[config.mk]
export PLATFORM = sky130hd
export DESIGN_NAME = block_drop_control
export DESIGN_NICKNAME = d
export VERILOG_FILES = /design/src/rtl/gameplay_pkg.sv /design/src/rtl/spawn_lfsr.sv /design/src/rtl/block_drop_control.sv
export SDC_FILE = /design/constraint.sdc
export NUM_CORES = 1
export LEC_CHECK = 0
export ABC_AREA = 1
export BUFFER_PORTS_ARGS = -buffer_cell sky130_fd_sc_hd__buf_2
export CAP_MARGIN = 20
export CELL_PAD_IN_SITES_DETAIL_PLACEMENT = 1
export CELL_PAD_IN_SITES_GLOBAL_PLACEMENT = 1
export CORE_ASPECT_RATIO = 0.7
export CORE_MARGIN = 3
export CORE_UTILIZATION = 43
export DETAILED_ROUTE_END_ITERATION = 10
export PLACE_DENSITY_LB_ADDON = 0.1
export SLEW_MARGIN = 0
export SYNTH_ARGS = -nofsm -noshare
export SYNTH_HDL_FRONTEND = slang
export SYNTH_SLANG_ARGS = --single-unit
[constraint.sdc]
create_clock -name clk -period 4.1 [get_ports clk]
set_input_delay 0.41 -clock clk [delete_from_list [all_inputs] [get_ports clk]]
set_output_delay 0.41 -clock clk [all_outputs]
set_load 0.05 [all_outputs]
[src/rtl/gameplay_pkg.sv]
// Shared encodings and playfield constants for the block-stacking game control.
// Optional feature macro used by importers: RANDOM_SPAWN_EN.
package gameplay_pkg;

    localparam logic [6:0] TOP_Y    = 7'd8;
    localparam logic [6:0] FLOOR_Y  = 7'd112;
    localparam logic [6:0] BLOCK_H  = 7'd4;
    localparam logic [7:0] SCREEN_W = 8'd160;

    // Random spawn x is folded into 0..151 so a block always fits on screen.
    localparam logic [7:0] SPAWN_RANGE = 8'd152;
    localparam logic [7:0] LFSR_SEED   = 8'hA5;

    localparam logic [3:0] S_IDLE      = 4'd0;
    localparam logic [3:0] S_SPAWN     = 4'd1;
    localparam logic [3:0] S_SWING     = 4'd2;
    localparam logic [3:0] S_DROP      = 4'd3;
    localparam logic [3:0] S_WAIT_O    = 4'd4;
    localparam logic [3:0] S_CHECK     = 4'd5;
    localparam logic [3:0] S_HIT       = 4'd6;
    localparam logic [3:0] S_MISS      = 4'd7;
    localparam logic [3:0] S_GAME_OVER = 4'd8;

    function automatic logic [7:0] fold_spawn_x(input logic [7:0] v);
        return (v >= SPAWN_RANGE) ? (v - SPAWN_RANGE) : v;
    endfunction

endpackage

[src/rtl/spawn_lfsr.sv]
// Free-running 8-bit Fibonacci LFSR (taps 8,6,5,4) supplying random spawn x/direction.
// Only instantiated when RANDOM_SPAWN_EN is defined.
module spawn_lfsr
    import gameplay_pkg::*;
(
    input  logic       clk,
    input  logic       reset,
    output logic [7:0] value
);

    logic feedback;

    assign feedback = value[7] ^ value[5] ^ value[4] ^ value[3];

    always_ff @(posedge clk or posedge reset) begin
        if (reset) begin
            value <= LFSR_SEED;
        end else begin
            value <= {value[6:0], feedback};
        end
    end

endmodule

[src/rtl/block_drop_control.sv]
// Control FSM for the block-stacking game: spawn, swing, drop, overlap check, scoring.
// Define RANDOM_SPAWN_EN to take spawn x/direction from spawn_lfsr instead of SPAWN_X/dir_reg.
module block_drop_control
    import gameplay_pkg::*;
#(
    parameter logic [7:0] SPAWN_X   = 8'd0,
    parameter logic [6:0] DROP_STEP = 7'd1
) (
    input  logic       clk,
    input  logic       reset,
    input  logic       start,
    input  logic       drop,
    input  logic       tick,
    input  logic       o,
    input  logic       c,
    output logic       enable,
    output logic       save_x,
    output logic       ld_x,
    output logic       ld_y,
    output logic       ld_d,
    output logic       inc_score,
    output logic       dec_chances,
    output logic       new_direction,
    output logic [7:0] new_x_position,
    output logic [6:0] new_y_position,
    output logic       game_over
);

    logic [3:0] state;
    logic [3:0] state_nxt;
    logic [6:0] land_y;
    logic [6:0] y_cur;
    logic [5:0] stack_cnt;
    logic       dir_reg;
    logic       drop_q;

    logic       drop_rise;
    logic [7:0] y_sum;
    logic       landed;
    logic [6:0] y_step;
    logic [6:0] land_after_hit;
    logic       stack_full;

    assign drop_rise = drop & ~drop_q;

    // Sum is one bit wider so the landing compare cannot wrap near the floor.
    assign y_sum          = {1'b0, y_cur} + {1'b0, DROP_STEP};
    assign landed         = (y_sum >= {1'b0, land_y});
    assign y_step         = landed ? land_y : y_sum[6:0];
    assign land_after_hit = land_y - BLOCK_H;
    assign stack_full     = ((land_after_hit - BLOCK_H) <= TOP_Y);

    always_comb begin
        state_nxt = state;
        case (state)
            S_IDLE:      if (start) state_nxt = S_SPAWN;
            S_SPAWN:     state_nxt = c ? S_SWING : S_GAME_OVER;
            S_SWING:     if (drop_rise) state_nxt = S_DROP;
            S_DROP:      if (tick && landed) state_nxt = S_WAIT_O;
            S_WAIT_O:    state_nxt = S_CHECK;
            S_CHECK:     state_nxt = ((stack_cnt == 6'd0) || o) ? S_HIT : S_MISS;
            S_HIT:       state_nxt = stack_full ? S_GAME_OVER : S_SPAWN;
            S_MISS:      state_nxt = S_SPAWN;
            S_GAME_OVER: if (start) state_nxt = S_SPAWN;
            default:     state_nxt = S_IDLE;
        endcase
    end

    always_ff @(posedge clk or posedge reset) begin
        if (reset) begin
            state     <= S_IDLE;
            land_y    <= FLOOR_Y;
            y_cur     <= TOP_Y;
            stack_cnt <= 6'd0;
            dir_reg   <= 1'b0;
            drop_q    <= 1'b0;
        end else begin
            state  <= state_nxt;
            drop_q <= drop;
            case (state)
                S_IDLE, S_GAME_OVER: begin
                    if (start) begin
                        land_y    <= FLOOR_Y;
                        stack_cnt <= 6'd0;
                    end
                end
                S_SPAWN: y_cur <= TOP_Y;
                S_DROP: begin
                    if (tick) y_cur <= y_step;
                end
                S_HIT: begin
                    stack_cnt <= stack_cnt + 6'd1;
                    land_y    <= land_after_hit;
                    dir_reg   <= ~dir_reg;
                end
                default: ;
            endcase
        end
    end

    // ld_y in DROP is gated by tick so each frame pulse moves the block exactly once.
    assign enable         = (state == S_SWING);
    assign save_x         = (state == S_HIT);
    assign inc_score      = (state == S_HIT);
    assign ld_x           = (state == S_SPAWN);
    assign ld_d           = (state == S_SPAWN);
    assign ld_y           = (state == S_SPAWN) || ((state == S_DROP) && tick);
    assign dec_chances    = (state == S_MISS);
    assign game_over      = (state == S_GAME_OVER);
    assign new_y_position = (state == S_DROP) ? y_step : TOP_Y;

`ifdef RANDOM_SPAWN_EN
    logic [7:0] lfsr_value;

    spawn_lfsr u_spawn_lfsr (
        .clk   (clk),
        .reset (reset),
        .value (lfsr_value)
    );

    assign new_x_position = fold_spawn_x(lfsr_value);
    assign new_direction  = lfsr_value[0];
`else
    assign new_x_position = SPAWN_X;
    assign new_direction  = dir_reg;
`endif

endmodule

==> results of run 1 <==
## cell usage in the layout (no fill, tap or decap), types with 2 or more instances in the layout
cell,count
nand2_1,76
inv_1,38
nand3_1,24
buf_2,22
dfrtp_1,20
nor2_1,17
ha_1,14
o21ai_1,10
inv_2,9
conb_1,8
o21ai_0,6
a21oi_1,6
nor2_2,5
clkbuf_8,4
dfstp_2,4
o22ai_1,3
nor3_1,3
nand2_2,2
xor2_1,2
xnor2_1,2
nand4_1,2
## routing by layer
metal	track usage (%)	vias to the layer above	routed length (um)
met5	0	-	0
met4	4.128	0	19
met3	3.392	4	206
met2	31.71	31	2081
met1	29.16	797	2425
li1	-	849	-
## power groups by stage
stage                     Clock (mW)  Sequential, mW  Combinational [mW]
after floorplan                    0           0.377               0.591
after detailed placement           0           0.375               0.780
final                          0.168           0.372               0.779
after CTS                      0.176           0.372               0.782
after global placement             0           0.374               0.753
after global routing           0.183           0.383               0.875
## layout make-up
class | instances | area, sq um | area share (%)
Clock buffer | 4 | 55.05 | 2.718
Inverter | 47 | 176.4 | 8.709
Multi-Input combinational cell | 187 | 985.9 | 48.67
Sequential cell | 24 | 605.6 | 29.90
Tap cell | 52 | 65.06 | 3.212
Timing Repair Buffer | 23 | 137.6 | 6.794
## state kept, by name, indices dropped and copies added (netlist names)
signal / flops
y_cur: 7
stack_cnt: 6
land_y: 5
state: 4
drop_q: 1
new_direction: 1
## cell families (layout without fill, tap and decap cells)
family	count (synthesis)	in the layout
flip-flops	24	24
XOR/XNOR	4	4
other	1	8
AO/OA/AOI/OAI	30	30
adder cells (fa/ha/maj)	14	14
AND/OR/NAND/NOR	131	131
buffers and inverters	57	74
## through the flow
stage / cells / hold WS (ns) / power [mW] / utilization (%)
floorplan: 268 / 0.4217 / 0.9675 / -
global placement: 332 / 0.4639 / 1.127 / 48.65
detailed placement: 332 / 0.4687 / 1.155 / 48.65
CTS: 336 / 0.2395 / 1.330 / 50.03
global route: 337 / 0.02905 / 1.441 / 50.72
finish: 337 / 0.02026 / 1.320 / 50.72
## how the worst max path moves through the flow
stage / start / endpoint / slack (ns) / cells after the start
after floorplan: y_cur[0]$_DFFE_PP0P_ / new_y_position[6] / 1.30 / 14
after global placement: y_cur[0]$_DFFE_PP0P_ / new_y_position[5] / 1.36 / 15
after detailed placement: y_cur[0]$_DFFE_PP0P_ / new_y_position[5] / 1.31 / 15
after CTS: y_cur[0]$_DFFE_PP0P_ / new_y_position[5] / 0.98 / 15
after global routing: y_cur[0]$_DFFE_PP0P_ / new_y_position[5] / 0.71 / 15
final: y_cur[0]$_DFFE_PP0P_ / new_y_position[5] / 1.00 / 15
## worst max-delay path: cells and delay by family (launching register included)
family / cells / cell delay (ns)
xor gates and xnor gates: 1 / 0.21
adders and majority gates: 2 / 0.52
buffers and inverters: 3 / 0.40
DFF: 1 / 0.43
and+or+nand+nor: 9 / 0.85
==> impl_metrics.tcl, run 1 <==
set metrics [dict create \
    maxCapViolCount 0 \
    fin_crit_ns 3.099 \
    grt_max_degree 25 \
    leakage_nw 1.156 \
    pwr-share-comb_pct 59.1 \
    path_max_fanout 7 \
    drv_slew 0 \
    coreArea_sq_mm 0.003994 \
    grt_pass1_vias 1619 \
    design_area_sq_mm 0.002026 \
    cts_tree "done" \
    switchingPower_mw 0.7124 \
    synthCells 261 \
    cts-root-buf "clkbuf_8" \
    synth_top_family_by_area "simple AND/OR/NAND/NOR gates" \
    yosys.cell_count.top_type "nand2_1" \
    cts_made_buffers 3 \
    diodes 0 \
    ant_nets 0 \
    r2r_setup_slack_ns 1.77 \
    avgSynthCellArea_sq_um 6.961 \
    num-nets-final 307 \
    num_vias 1681 \
    insertion_delay_ns 0.27 \
    start_util_pct 45.49 \
    max_stage_delay_ns 0.43 \
    antenna_found_initial 0 \
    cts_resized 0 \
    wl_mm 4.731 \
    switching_share_pct 53.99 \
    cp_common_cell "nand2_1" \
    cts_sinks 24 \
    die_w_um 83.69 \
    crit_path_top_delay_cell "dfrtp_1" \
    setup_viol_count_final 0 \
    final.period_utilization_pct 75.58 \
    synth_xor_area_share_pct 1.928 \
    critPathKind "flip-flop to output pin" \
    cp_data_required_time_ns 3.69 \
    finalWorstSetupSlack_ns 1.001 \
    rr_startpoint "y_cur[0]$_DFFE_PP0P_" \
    overflow 0 \
    area_delta_synth_final_pct 11.50 \
    outcome "complete, no violations" \
    via_per_inst 4.988 \
    rr_endpoint "y_cur[5]$_DFFE_PP0P_" \
    muxShareOfSynthArea_pct 0 \
    n_fill_cell 545 \
    holdBufCountCts 0 \
    gp_congestion 0.7774 \
    cts_setup_buffers 0 \
    ys_async_sr_fraction_pct 100.0 \
    dieArea_sq_mm 0.005053 \
    yosysSeqAreaShare_pct 33.33 \
    synthSimpleGateAreaFrac_pct 30.92 \
    dr.pass1.iters 4 \
    chipHeight_um 60.38 \
    synth_commonest_cells "76 x nand2_1, 38 x inv_1, 24 x nand3_1" \
    ios 31 \
    clkPwrFrac_pct 12.7 \
    crit_chain "ha_1 -> nand2_1 -> xor2_1 -> inv_1 -> ha_1 -> nand2_1 -> inv_1 -> nand2_1 -> nand2_1 -> nand2_1 -> nand2_4 -> nand2_1 -> nand2_1 -> nor2_2 -> buf_2" \
    seqPwrFrac_pct 28.2 \
    grt_pass1_wl_mm 7.935 \
    fmax_ghz 0.3227 \
    yosys-top-cells-area "dfrtp_1 28%, nand2_1 16%, ha_1 9.6%" \
    reg2reg_depth 16 \
    dp_slack_ns 1.306 \
    drc 0 \
    hold_path_class "input pin to asynchronous set/reset pin" \
    powerDensity_mw_per_mm2 651.4 \
    synth_cell_types 27 \
    std_cell_rows 19 \
    tns_ns 0 \
    synth-edff-count 0 \
    ys_warn_count 0 \
    cts_max_level 1 \
    synth_area_sq_mm 0.001817 \
    worstPathArrival_ns 2.69 \
    ir_drop_v 0.0004208 \
    hpwl_mm 3.778 \
    synth.top_cell.area_share_pct 27.55 \
    hold_viol_final 0 \
    drive_gt1_share_pct 17.89 \
    clock_skew_ns 0.002269 \
    gr-usage-all-layers_pct 19.96 \
    power.internal_mw 0.6071 \
    synth_compound_gate_area_share_pct 10.12 \
    synth_flop_cell "dfrtp_1" \
    start_kind "flip-flop" \
    rsz0062_at_grt "false" \
    clock_path_buffers 2 \
    synthAdderAreaFrac_pct 9.642 \
    synth-seq-cells 24 \
    clkTransAtPathRegs_ns 0.09 \
    drt_iter0_drc 63 \
    port_buffers 22 \
    placed_cell_area_sq_mm 0.001943 \
    wl_per_cell_um 14.04 \
    netlist.top_cell.by_area "dfrtp_1" \
    endpoint_kind "output pin" \
]
(Power assumes the default switching activity.)
==> run 2: changes to the inputs <==
CORE_UTILIZATION = 40   (was 43)
clock period = 3 ns   (was 4.1 ns; I/O delays follow)
==> run 2 against run 1 <==
Against the previous run: first-iteration DRC count up 19%; clock skew grew 0.0058 ns; critical path type unchanged; register-to-register slack worse by 1.0 ns; sequential power is 37% higher; total power grew 37%.
==> impl_metrics.tcl, run 2 (synthesized netlist as in run 1, its figures left out) <==
set metrics [dict create \
    regArea_sq_um 605.6 \
    grt_max_degree 25 \
    leakage_nw 1.164 \
    chipHeight_um 62.39 \
    grt_pass1_vias 1687 \
    postLayoutCoreUtil_pct 49.30 \
    hold_path_class "input pin to flip-flop" \
    via_per_inst 4.917 \
    ant_nets 0 \
    std_cell_rows 19 \
    tightest_slew_ns 0.9634 \
    gr-usage-all-layers_pct 18.21 \
    hold_viol_final 0 \
    clock_skew_ns 0.008083 \
    num-nets-final 307 \
    coreArea_sq_mm 0.004136 \
    drt_iter0_drc 75 \
    ir_drop_v 0.0005212 \
    largest_reg_flops 7 \
    start_kind "flip-flop" \
    die_w_um 86.55 \
    n_fill_cell 571 \
    cp_data_required_time_ns 2.70 \
    critPathKind "flip-flop to output pin" \
    final.period_utilization_pct 94.58 \
    diodes 0 \
    ios 31 \
    gp_congestion 0.7795 \
    num_vias 1657 \
    design_area_sq_mm 0.002039 \
    final_common_cell "nand2_1" \
    cts_max_level 1 \
    fmax_ghz 0.3524 \
    dp_slack_ns 0.3521 \
    clkTransAtPathRegs_ns 0.09 \
    area_delta_synth_final_pct 12.26 \
    path_max_fanout 7 \
    drive_gt1_share_pct 18.60 \
    start_util_pct 43.92 \
    grt_pass1_wl_mm 7.948 \
    wl_per_cell_um 13.72 \
    worstPathArrival_ns 2.54 \
    wl_mm 4.625 \
    cts_tree "done" \
    cts_sinks 24 \
    endpoint_kind "output pin" \
    setup_viol_count_final 0 \
    dieArea_sq_mm 0.005399 \
    overflow 0 \
    fin_crit_ns 2.837 \
    outcome "complete, no violations" \
    final_cell_mix "75 x nand2_1, 38 x inv_1, 24 x nand3_1, 20 x dfrtp_1, 17 x nor2_1" \
    cts_made_buffers 3 \
    drv_slew 0 \
    powerDensity_mw_per_mm2 883.8 \
    hpwl_mm 3.563 \
    maxCapViolCount 0 \
    multi_input_area_sq_mm 0.001001 \
    port_buffers 22 \
    cts-root-buf "clkbuf_8" \
    antenna_found_initial 0 \
    insertion_delay_ns 0.28 \
    max_slew_margin_pct 35.70 \
    placed_cell_area_sq_mm 0.001943 \
    r2r_setup_slack_ns 0.77 \
    drc 0 \
    dr.pass1.iters 4 \
    clock_path_buffers 2 \
    finalWorstSetupSlack_ns 0.1627 \
    top_regs "y_cur (7), stack_cnt (6), land_y (5)" \
    largest-register "y_cur" \
]
[run 2: final cells by class]
class / instances / share of cell area (%)
clock buffers: 4 / 2.699
multi-input cells: 187 / 49.08
well taps: 52 / 3.190
inverters: 47 / 8.650
flip-flops and latches: 24 / 29.69
repair buffers: 23 / 6.687
[run 2: what timing repair did]
item,CTS,global route
hold buffers,0,0
resized for setup,0,14
buffers inserted,0,1
endpoints found under the setup margin,0,7
[run 2: worst paths after layout]
path / from / to / cells after the start
hold reg to reg: new_direction$_DFFE_PP0P_ / new_direction$_DFFE_PP0P_ / 1
setup reg to reg: y_cur[0]$_DFFE_PP0P_ / y_cur[5]$_DFFE_PP0P_ / 16
hold / removal: drop / drop_q$_DFF_PP0_ / 1
setup / recovery: y_cur[0]$_DFFE_PP0P_ / new_y_position[2] / 15
min in group asynchronous: reset / stack_cnt[1]$_DFFE_PP0P_ / 2
max in group asynchronous: reset / y_cur[2]$_DFFE_PP0P_ / 2
[run 2: critical path, stage by stage, from the launching register on]
cell and delay [ns]:
dfrtp_1 0.43, ha_1 0.26, nand2_1 0.15, xor2_1 0.19
inv_1 0.06, ha_1 0.27, nand2_1 0.06, inv_1 0.04
nand2_1 0.05, nand2_1 0.08, nand2_4 0.12, nand2_4 0.09
nand2_1 0.08, nand3_1 0.09, inv_1 0.07, clkbuf_4 0.22
[run 2: metal layers]
layer	share of wire, %	vias up	wire length [um]	GRT usage [%]
li1	-	848	-	-
met2	43	30	1993	27.00
met3	4.0	5	184	3.821
met1	52	774	2421	27.70
met4	0.52	0	24	2.335
met5	0	-	0	0
[run 2: report_power, final]
| group | internal (mW) | switching (mW) |
|---|---|---|
| sequential | 0.423 | 0.0855 |
| combinational | 0.291 | 0.767 |
| clock | 0.118 | 0.118 |
[run 2: per-stage QoR]
step	hold slack [ns]	total power, mW	setup TNS (ns)	std cells
finish	0.1418	1.803	0	337
global route	0.1333	1.977	-0.05575	337
CTS	0.1363	1.813	0	336
detailed placement	0.4275	1.563	0	332
floorplan	0.3117	1.322	0	268
global placement	0.4267	1.532	0	332
